[src/rtl/decode_stage.sv]
// Registered RV32I decode stage: decodes R/I ALU ops, LW, SW, BEQ/BNE and LUI,
// builds the sign-extended immediate, detects load-use hazards and drives a
// valid/ready output register towards EX.
module decode_stage #(
  parameter int unsigned XLEN          = 32,
  parameter bit          ENABLE_SHIFTS = 1'b1,
  parameter bit          HAZARD_DETECT = 1'b1
) (
  input  logic            clk,
  input  logic            rst,
  input  logic            in_valid,
  output logic            in_ready,
  input  logic [31:0]     instr,
  input  logic [XLEN-1:0] pc,
  input  logic            flush,
  input  logic            ex_mem_read,
  input  logic [4:0]      ex_rd,
  output logic            out_valid,
  input  logic            out_ready,
  output logic [XLEN-1:0] out_pc,
  output logic [4:0]      out_rs1,
  output logic [4:0]      out_rs2,
  output logic [4:0]      out_rd,
  output logic [XLEN-1:0] out_imm,
  output logic [3:0]      out_alu_op,
  output logic            out_alu_src,
  output logic            out_reg_write,
  output logic            out_mem_read,
  output logic            out_mem_write,
  output logic            out_mem_to_reg,
  output logic [1:0]      out_branch,
  output logic [2:0]      out_encoding,
  output logic            out_illegal
);

  localparam logic [6:0] OpcReg    = 7'b0110011;
  localparam logic [6:0] OpcImm    = 7'b0010011;
  localparam logic [6:0] OpcLoad   = 7'b0000011;
  localparam logic [6:0] OpcStore  = 7'b0100011;
  localparam logic [6:0] OpcBranch = 7'b1100011;
  localparam logic [6:0] OpcLui    = 7'b0110111;

  localparam logic [3:0] AluAdd   = 4'd0;
  localparam logic [3:0] AluSub   = 4'd1;
  localparam logic [3:0] AluSll   = 4'd2;
  localparam logic [3:0] AluSlt   = 4'd3;
  localparam logic [3:0] AluSltu  = 4'd4;
  localparam logic [3:0] AluXor   = 4'd5;
  localparam logic [3:0] AluSrl   = 4'd6;
  localparam logic [3:0] AluSra   = 4'd7;
  localparam logic [3:0] AluOr    = 4'd8;
  localparam logic [3:0] AluAnd   = 4'd9;
  localparam logic [3:0] AluPassB = 4'd10;

  localparam logic [2:0] EncR = 3'd0;
  localparam logic [2:0] EncI = 3'd1;
  localparam logic [2:0] EncS = 3'd2;
  localparam logic [2:0] EncB = 3'd3;
  localparam logic [2:0] EncU = 3'd4;

  typedef struct packed {
    logic [XLEN-1:0] pc;
    logic [4:0]      rs1;
    logic [4:0]      rs2;
    logic [4:0]      rd;
    logic [XLEN-1:0] imm;
    logic [3:0]      alu_op;
    logic            alu_src;
    logic            reg_write;
    logic            mem_read;
    logic            mem_write;
    logic            mem_to_reg;
    logic [1:0]      branch;
    logic [2:0]      encoding;
    logic            illegal;
  } bundle_t;

  // Shared funct3 -> ALU op mapping for the funct7=0 R-type and I-type forms.
  function automatic logic [3:0] base_op(input logic [2:0] f3);
    logic [3:0] op;
    case (f3)
      3'b000:  op = AluAdd;
      3'b001:  op = AluSll;
      3'b010:  op = AluSlt;
      3'b011:  op = AluSltu;
      3'b100:  op = AluXor;
      3'b101:  op = AluSrl;
      3'b110:  op = AluOr;
      default: op = AluAnd;
    endcase
    return op;
  endfunction

  logic [6:0]      opcode;
  logic [2:0]      funct3;
  logic [6:0]      funct7;
  logic [XLEN-1:0] imm_i, imm_s, imm_b, imm_u;

  assign opcode = instr[6:0];
  assign funct3 = instr[14:12];
  assign funct7 = instr[31:25];

  // Signed casts sign-extend from bit 31 to XLEN.
  assign imm_i = XLEN'($signed(instr[31:20]));
  assign imm_s = XLEN'($signed({instr[31:25], instr[11:7]}));
  assign imm_b = XLEN'($signed({instr[31], instr[7], instr[30:25], instr[11:8], 1'b0}));
  assign imm_u = XLEN'($signed({instr[31:12], 12'b0}));

  bundle_t dec;
  logic    legal, is_shift, uses_rs1, uses_rs2;

  // Combinational decode of the incoming instruction into a full bundle.
  always_comb begin
    dec      = '0;
    dec.pc   = pc;
    dec.rs1  = instr[19:15];
    dec.rs2  = instr[24:20];
    dec.rd   = instr[11:7];
    legal    = 1'b0;
    is_shift = 1'b0;
    uses_rs1 = 1'b0;
    uses_rs2 = 1'b0;
    case (opcode)
      OpcReg: begin
        dec.encoding  = EncR;
        dec.reg_write = 1'b1;
        uses_rs1      = 1'b1;
        uses_rs2      = 1'b1;
        is_shift      = (funct3 == 3'b001) || (funct3 == 3'b101);
        if (funct7 == 7'b0000000) begin
          legal      = 1'b1;
          dec.alu_op = base_op(funct3);
        end else if (funct7 == 7'b0100000 && funct3 == 3'b000) begin
          legal      = 1'b1;
          dec.alu_op = AluSub;
        end else if (funct7 == 7'b0100000 && funct3 == 3'b101) begin
          legal      = 1'b1;
          dec.alu_op = AluSra;
        end
      end
      OpcImm: begin
        dec.encoding  = EncI;
        dec.alu_src   = 1'b1;
        dec.reg_write = 1'b1;
        dec.imm       = imm_i;
        uses_rs1      = 1'b1;
        is_shift      = (funct3 == 3'b001) || (funct3 == 3'b101);
        case (funct3)
          3'b001: begin
            legal      = (funct7 == 7'b0000000);
            dec.alu_op = AluSll;
          end
          3'b101: begin
            if (funct7 == 7'b0000000) begin
              legal      = 1'b1;
              dec.alu_op = AluSrl;
            end else if (funct7 == 7'b0100000) begin
              legal      = 1'b1;
              dec.alu_op = AluSra;
            end
          end
          default: begin
            legal      = 1'b1;
            dec.alu_op = base_op(funct3);
          end
        endcase
      end
      OpcLoad: begin
        legal          = (funct3 == 3'b010);
        dec.encoding   = EncI;
        dec.alu_op     = AluAdd;
        dec.alu_src    = 1'b1;
        dec.mem_read   = 1'b1;
        dec.mem_to_reg = 1'b1;
        dec.reg_write  = 1'b1;
        dec.imm        = imm_i;
        uses_rs1       = 1'b1;
      end
      OpcStore: begin
        legal         = (funct3 == 3'b010);
        dec.encoding  = EncS;
        dec.alu_op    = AluAdd;
        dec.alu_src   = 1'b1;
        dec.mem_write = 1'b1;
        dec.imm       = imm_s;
        uses_rs1      = 1'b1;
        uses_rs2      = 1'b1;
      end
      OpcBranch: begin
        legal        = (funct3 == 3'b000) || (funct3 == 3'b001);
        dec.encoding = EncB;
        dec.alu_op   = AluSub;
        dec.branch   = (funct3 == 3'b001) ? 2'd2 : 2'd1;
        dec.imm      = imm_b;
        uses_rs1     = 1'b1;
        uses_rs2     = 1'b1;
      end
      OpcLui: begin
        legal         = 1'b1;
        dec.encoding  = EncU;
        dec.alu_op    = AluPassB;
        dec.alu_src   = 1'b1;
        dec.reg_write = 1'b1;
        dec.imm       = imm_u;
      end
      default: ;
    endcase
    // Illegal bundles keep pc and register fields but zero every control bit.
    if (!legal || (is_shift && !ENABLE_SHIFTS)) begin
      dec         = '0;
      dec.pc      = pc;
      dec.rs1     = instr[19:15];
      dec.rs2     = instr[24:20];
      dec.rd      = instr[11:7];
      dec.illegal = 1'b1;
      uses_rs1    = 1'b0;
      uses_rs2    = 1'b0;
    end
  end

  logic    valid_q, valid_d;
  bundle_t bundle_q, bundle_d;
  logic    hazard, stall;

  // Load-use hazard against the instruction currently in EX; x0 never stalls.
  always_comb begin
    hazard   = ex_mem_read && (ex_rd != 5'd0) &&
               ((uses_rs1 && (ex_rd == dec.rs1)) || (uses_rs2 && (ex_rd == dec.rs2)));
    stall    = HAZARD_DETECT && in_valid && hazard;
    in_ready = !rst && !flush && !stall && (!valid_q || out_ready);
  end

  // Next-state: flush kills, accept loads, drain bubbles, otherwise hold.
  always_comb begin
    valid_d  = valid_q;
    bundle_d = bundle_q;
    if (flush) begin
      valid_d = 1'b0;
    end else if (in_valid && in_ready) begin
      valid_d  = 1'b1;
      bundle_d = dec;
    end else if (out_ready) begin
      valid_d = 1'b0;
    end
  end

  // Output pipeline register with synchronous reset clearing every field.
  always_ff @(posedge clk) begin
    if (rst) begin
      valid_q  <= 1'b0;
      bundle_q <= '0;
    end else begin
      valid_q  <= valid_d;
      bundle_q <= bundle_d;
    end
  end

  assign out_valid      = valid_q;
  assign out_pc         = bundle_q.pc;
  assign out_rs1        = bundle_q.rs1;
  assign out_rs2        = bundle_q.rs2;
  assign out_rd         = bundle_q.rd;
  assign out_imm        = bundle_q.imm;
  assign out_alu_op     = bundle_q.alu_op;
  assign out_alu_src    = bundle_q.alu_src;
  assign out_reg_write  = bundle_q.reg_write;
  assign out_mem_read   = bundle_q.mem_read;
  assign out_mem_write  = bundle_q.mem_write;
  assign out_mem_to_reg = bundle_q.mem_to_reg;
  assign out_branch     = bundle_q.branch;
  assign out_encoding   = bundle_q.encoding;
  assign out_illegal    = bundle_q.illegal;

endmodule

[config.mk]
export PLATFORM = sky130hd
export DESIGN_NAME = decode_stage
export DESIGN_NICKNAME = d
export VERILOG_FILES = /design/src/rtl/decode_stage.sv
export SDC_FILE = /design/constraint.sdc
export NUM_CORES = 1
export LEC_CHECK = 0
export CORE_ASPECT_RATIO = 0.5
export CORE_UTILIZATION = 48
export CTS_CLUSTER_SIZE = 20
export DETAILED_ROUTE_END_ITERATION = 8
export PLACE_DENSITY = 0.9
export SYNTH_ARGS = -nofsm -noshare
export SYNTH_HDL_FRONTEND = slang
export SYNTH_SLANG_ARGS = --single-unit
export TNS_END_PERCENT = 10
[constraint.sdc]
create_clock -name clk -period 6.74 [get_ports clk]
set_clock_uncertainty 0.2 [all_clocks]
set_input_delay 1.348 -clock clk [delete_from_list [all_inputs] [get_ports clk]]
set_output_delay 1.348 -clock clk [all_outputs]
set_load 0.01 [all_outputs]
==> results of run 1 <==
## metal layers
layer / share of wire [%] / GRT usage [%]
met1: 46 / 39.5
met2: 46 / 44.6
met3: 6.6 / 6.22
met4: 1.5 / 7.85
met5: 0 / 0
## report_power, final
group	internal [uW]	leakage, uW	switching (uW)	total (uW)
clock network	364	0.000166	227	591
logic	101	0.00133	90.0	191
registers	574	0.000764	9.75	584
total	1040	0.00226	327	1370
## worst min-delay path, cell delays in order, from the launching register on
cell and delay (ns):
dfxtp_1 0.31, nand2b_1 0.06, mux2i_1 0.06
## flip-flops by register name, summed over array words and instances (netlist names)
name	count
out_alu_op	4
out_pc	32
out_rs2	5
out_mem_read	1
out_imm	32
out_rd	5
out_illegal	1
out_encoding	3
out_rs1	5
out_valid	1
out_reg_write	1
out_branch	2
out_alu_src	1
out_mem_write	1
## cell usage after synthesis, types with 2 or more instances
cell type	count	area, sq um
clkbuf_1	24	90.1
inv_1	5	18.8
buf_1	6	22.5
a211oi_2	3	37.5
a21oi_1	57	285
a22oi_1	14	105
o32ai_2	3	48.8
nor3b_1	3	22.5
nand2b_1	37	231
nand3_1	55	275
or2_2	3	18.8
nand4b_1	6	52.6
nor2_1	18	67.6
xor2_1	6	52.6
o21ai_1	49	245
nor3_1	2	10.0
buf_4	3	22.5
nor2b_1	9	56.3
a2bb2oi_1	2	17.5
o311a_1	2	20.0
buf_6	13	146
dfxtp_1	94	1880
nand2_1	30	113
a32oi_1	3	26.3
a31oi_1	3	18.8
a22oi_2	10	125
o21ai_0	11	55.1
mux2i_1	8	80.1
xnor2_1	7	61.3
mux2_2	5	56.3
and2_1	4	25.0
nor4_1	3	18.8
o32ai_1	3	26.3
## final timing paths
kind | from | to | depth (start not counted)
worst min-delay path | out_imm[5] | out_imm[5] | 2
worst min register to register | out_imm[5] | out_imm[5] | 2
worst max register to register | out_valid | out_imm[16] | 7
worst max-delay path | instr[4] | in_ready | 7
## per-stage QoR
stage | setup slack [ns] | total power [uW] | area, sq um | utilization, % | hold WS (ns)
3_5_place_dp | 1.11 | 785 | 6220 | 69.0 | 0.267
3_3_place_gp | 1.13 | 782 | 6220 | 69.0 | 0.260
2_1_floorplan | 2.05 | 679 | 4610 | - | 0.293
6_report | 1.08 | 1370 | 6560 | 72.8 | 0.275
5_1_grt | 0.925 | 1410 | 6560 | 72.8 | 0.299
4_1_cts | 1.11 | 1370 | 6560 | 72.8 | 0.280
## kinds of logic after synthesis
logic type / Yosys count / synth area share [%]
multiplexers: 13 / 2.96
flip-flops: 94 / 40.8
AND/OR/NAND/NOR: 183 / 21.9
buffers and inverters: 52 / 6.62
AO/OA/AOI/OAI: 172 / 25.2
XOR/XNOR: 13 / 2.47
## layout make-up
cell class                      count  area [sq um]
Multi-Input combinational cell    381          2440
Clock inverter                      6           116
Tap cell                          117           146
Fill cell                         706          2450
Sequential cell                    94          1880
Timing Repair Buffer              175          1730
Inverter                            5          18.8
Clock buffer                        9           225
==> flow_summary_export.csv, run 1 <==
group,metric,value,unit
place,dp_cells,772,
floorplan,coreArea,0.00901,sq mm
grt,grt_overflow,0,
sta,clock.fmax,177,MHz
floorplan,start_util,51.2,%
logic_synthesis,syn_area_per_cell,8.75,sq um
critical_path,start_kind,"primary input",
logic_synthesis,ys_types,59,
cts,numCtsBuffers,9,
floorplan,rows,24,
logic_synthesis,syn-cell-area,0.00461,sq mm
critical_path,path_max_fanout,8,
sta,relSlewSlack,31.5,%
cells_and_area,layout.cells.non_filler,787,
critical_path,required,5.19,ns
sta,min_period_over_period,84.0,%
cells_and_area,final_cell_mix,"169 x clkdlybuf4s50_1, 94 x dfxtp_1, 57 x a21oi_1",
cts,clk_pin_slew,0.07,ns
cts,cts.sinks,94,
critical_path,cp_top_family,"simple AND/OR/NAND/NOR gates",
logic_synthesis,syn-instance-count,527,
grt,grt_max_degree,107,
cts,clock_path_buffers,2,
cts,h-tree-depth,3,
floorplan,die_y,71.3,um
logic_synthesis,ys.flop_type,"dfxtp_1",
cells_and_area,syn2layout_area_growth,42.3,%
sta,setup-tns-final,0,ns
grt,grt_pass1_wl,22.2,mm
place,dp_hpwl,9.62,mm
logic_synthesis,yosys_register_bits,94,
critical_path,cpMostUsedCell,"clkdlybuf4s50_1",
sta,hold_viol,0,
cts,insertion_delay,0.34,ns
grt,grtUsageTotal,28.3,%
critical_path,r2r_slack,3.63,ns
sta,min_period,5.66,ns
sta,tightestPinTransition,1.03,ns
critical_path,cp_slowest_cell,"clkdlybuf4s50_1",
logic_synthesis,syn-num-nets,602,
detailed_routing,dr.pass1.iters,5,
place,gp_congestion,0.883,
pwr,ir_drop,0.135,mV
cts,clock-root-buffer,"clkbuf_16",
critical_path,crit_path_cell_trace,"clkdlybuf4s50_1 > or4b_4 > nor4_2 > o2bb2ai_1 > o221ai_4 > and2_1 > clkdlybuf4s50_1",
place,port_buffers,170,
pwr,power_leakage,0.00226,uW
run_status,status,"finished, final reports clean",
detailed_routing,route.detailed.drc,0,
detailed_routing,drtIter0Drc,410,
cells_and_area,drive_gt1_share,8.81,%
critical_path,arrival,4.11,ns
cts,postCtsHoldBufs,0,
detailed_routing,routed_wl,14.2,mm
sta,setup_viol,0,
cts,ctsResizeCount,0,
run,drv_cap,0,
detailed_routing,wl_per_cell,18.1,um
cts,cts_tree,"done",
critical_path,path_buf_inv,2,
logic_synthesis,yosys_warnings,0,
cells_and_area,diodes,0,
detailed_routing,ant_nets,0,
cts,postCtsSetupBuffers,0,
pwr,powerDensity,208,mW/mm^2
floorplan,fp.dieW,141,um
cells_and_area,layout_commonest_cell,"clkdlybuf4s50_1",
logic_synthesis,seq_area_frac_synth,40.8,%
grt,antenna_found_initial,0,
critical_path,crit_type,"primary input to output port",
critical_path,max_stage_delay,0.66,ns
sta,finalMaxSlewViolations,0,
logic_synthesis,synth_edf_count,0,
grt,grt_pass1_vias,4217,
critical_path,cp-end-kind,"output port",
floorplan,dieArea,0.0100,sq mm
logic_synthesis,ys_async_sr_fraction,0,%
detailed_routing,vias,4611,
cells_and_area,layout.nets,741,
sta,rsz0062_at_grt,"false",
detailed_routing,via_per_inst,5.86,
floorplan,pin_count,171,
hold_path,hold_path_class,"flip-flop to flip-flop",
Note: power is estimated with default switching activity, not from simulation.
==> run 2: changes to the inputs <==
CORE_UTILIZATION = 40   (was 48)
PLACE_DENSITY = 0.8   (was 0.9)
clock period = 4.59 ns   (was 6.74 ns; I/O delays follow)
==> run 2 against run 1 <==
Setup slack got worse by 0.97 ns. Final cell count rose by 6.0%. Non-clock buffer count rose by 18. Largest cell class unchanged. Largest power group is now registers. Highest routed layer unchanged.
==> flow_summary_export.csv, run 2 (synthesis gave the netlist of run 1 again) <==
group,metric,value,unit
critical_path,crit_type,"primary input to output port",
floorplan,rows,27,
cells_and_area,layout_commonest_cell,"clkdlybuf4s50_1",
critical_path,r2r_end,"out_imm[19]",
pwr,switching_power,490,uW
grt,grt_overflow,0,
floorplan,coreArea,0.0111,sq mm
place,dp_cells,818,
cts,postCtsSetupBuffers,0,
sta,hold_viol,0,
detailed_routing,route.detailed.drc,0,
cts,cts_tree,"done",
cts,cts.sinks,94,
detailed_routing,vias,4611,
pwr,power_leakage,0.00233,uW
cts,insertion_delay,0.34,ns
cells_and_area,diodes,0,
cells_and_area,layout.nets,759,
critical_path,required,3.47,ns
hold_path,hold_path_class,"flip-flop to flip-flop",
place,dpl_worst_slack,0.106,ns
pwr,internal_power,1370,uW
sta,setup_ws,0.112,ns
floorplan,pin_count,171,
pwr,p_seq_share,46.0,%
cells_and_area,final_cell_mix,"169 x clkdlybuf4s50_1, 94 x dfxtp_1, 57 x a21oi_1",
cts,clock_path_buffers,2,
critical_path,path_buf_inv,2,
place,place_area,0.00641,sq mm
hold_path,hold_start,"out_pc[11]",
floorplan,dieArea,0.0120,sq mm
detailed_routing,wl_per_cell,17.5,um
detailed_routing,via_per_inst,5.53,
sta,setup_viol,0,
sta,setup-tns-final,0,ns
cts,h-tree-depth,3,
detailed_routing,routed_wl,14.6,mm
sta,rsz0062_at_grt,"false",
run,drv_cap,0,
cells_and_area,layout.cells.non_filler,834,
detailed_routing,ant_nets,0,
critical_path,max_stage_delay,0.59,ns
grt,grtUsageTotal,24.5,%
pwr,powerDensity,278,mW/mm^2
sta,finalMaxSlewViolations,0,
detailed_routing,dr.pass1.iters,5,
cells_and_area,final_cell_area,0.00670,sq mm
floorplan,die_y,77.9,um
sta,tightestPinTransition,0.729,ns
pwr,combPwrFrac,15.6,%
run_status,status,"finished, final reports clean",
pwr,ir_drop,0.176,mV
critical_path,cpMostUsedCell,"clkdlybuf4s50_1",
grt,grt_pass1_vias,4452,
sta,relSlewSlack,51.4,%
critical_path,cp_top_family,"simple AND/OR/NAND/NOR gates",
critical_path,arrival,3.36,ns
place,port_buffers,170,
critical_path,path_max_fanout,4,
critical_path,r2r_slack,2.02,ns
detailed_routing,drtIter0Drc,330,
hold_path,min_path_cells,2,
floorplan,start_util,41.5,%
pwr,p_sw_share,26.3,%
critical_path,reg2reg_depth,5,
critical_path,r2r-start,"out_valid",
sta,min_period_over_period,97.6,%
cts,numCtsBuffers,9,
pwr,clkPwrFrac,38.4,%
cts,clock-root-buffer,"clkbuf_16",
critical_path,cp-end-kind,"output port",
grt,antenna_found_initial,0,
critical_path,crit_path_cell_trace,"clkdlybuf4s50_1 > or4_1 > nor4_2 > o2bb2ai_2 > o221ai_4 > and2_1 > clkdlybuf4s50_1",
hold_path,worstHoldEndpoint,"out_pc[11]",
sta,clock.fmax,223,MHz
sta,min_period,4.48,ns
pwr,p_total,1860,uW
critical_path,start_kind,"primary input",
grt,grt_pass1_wl,23.3,mm
critical_path,cp_slowest_cell,"or4_1",
grt,grt_max_degree,79,
cells_and_area,drive_gt1_share,11.5,%
cells_and_area,syn2layout_area_growth,45.4,%
place,gp_congestion,0.892,
place,dp_hpwl,10.2,mm
cts,clk_pin_slew,0.07,ns
floorplan,fp.dieW,154,um
run 2: changes by cell type in the layout (fill, tap and decap cells not counted):
cell and delta:
bufinv_16 -3, inv_6 -1, buf_12 +2, clkinvlp_4 +2, clkinv_4 +1, o2bb2ai_1 -1, inv_8 +1, o2bb2ai_2 +1
clkinv_2 +1, buf_4 +16
run 2: repair_timing:
action,in CTS,in global routing
gates resized for setup,0,1
endpoints found under the setup margin,0,1
hold buffers,0,0
run 2: worst max path at each step:
stage | startpoint | cells past startpoint | slack (ns) | endpoint
2_1_floorplan | instr[6] | 7 | 0.76 | in_ready
3_3_place_gp | instr[25] | 7 | 0.14 | in_ready
3_5_place_dp | instr[25] | 7 | 0.11 | in_ready
4_1_cts | instr[25] | 7 | 0.10 | in_ready
5_1_grt | instr[25] | 7 | 0.008 | in_ready
6_report | instr[25] | 7 | 0.11 | in_ready
run 2: power by group through the flow:
stage / sequential [uW] / combinational (uW) / clock [uW]
floorplan: 888 / 109 / 0
global placement: 875 / 285 / 0
detailed placement: 876 / 287 / 0
CTS: 858 / 289 / 737
global route: 861 / 311 / 770
finish: 858 / 290 / 715
run 2: stage by stage:
step / hold WS [ns] / util, %
2_1_floorplan: 0.293 / -
3_3_place_gp: 0.260 / 57.7
3_5_place_dp: 0.266 / 57.7
4_1_cts: 0.280 / 60.2
5_1_grt: 0.298 / 60.3
6_report: 0.279 / 60.3
run 2: final cells by class:
cell class	count	area (sq um)
repair buffers	193	1890
clock inverters	7	57.6
well taps	145	181
inverters	5	18.8
flip-flops and latches	94	1880
multi-input cells	381	2440
fillers	957	4410
clock buffers	9	225
run 2: per-layer routing:
metal	vias to the layer above	global-route usage [%]	part of all wire [%]
li1	2216	-	-
met3	13	6.87	7.1
met2	165	39.5	46
met5	-	0	0
met1	2217	32.2	46
met4	0	6.30	1.1
run 2: worst reg2reg max path: stages (launching register included):
cell and delay (ns):
dfxtp_1 0.32, nand2b_1 0.08, nor3b_1 0.40, nand2_2 0.50
o22ai_4 0.72, a22oi_1 0.20
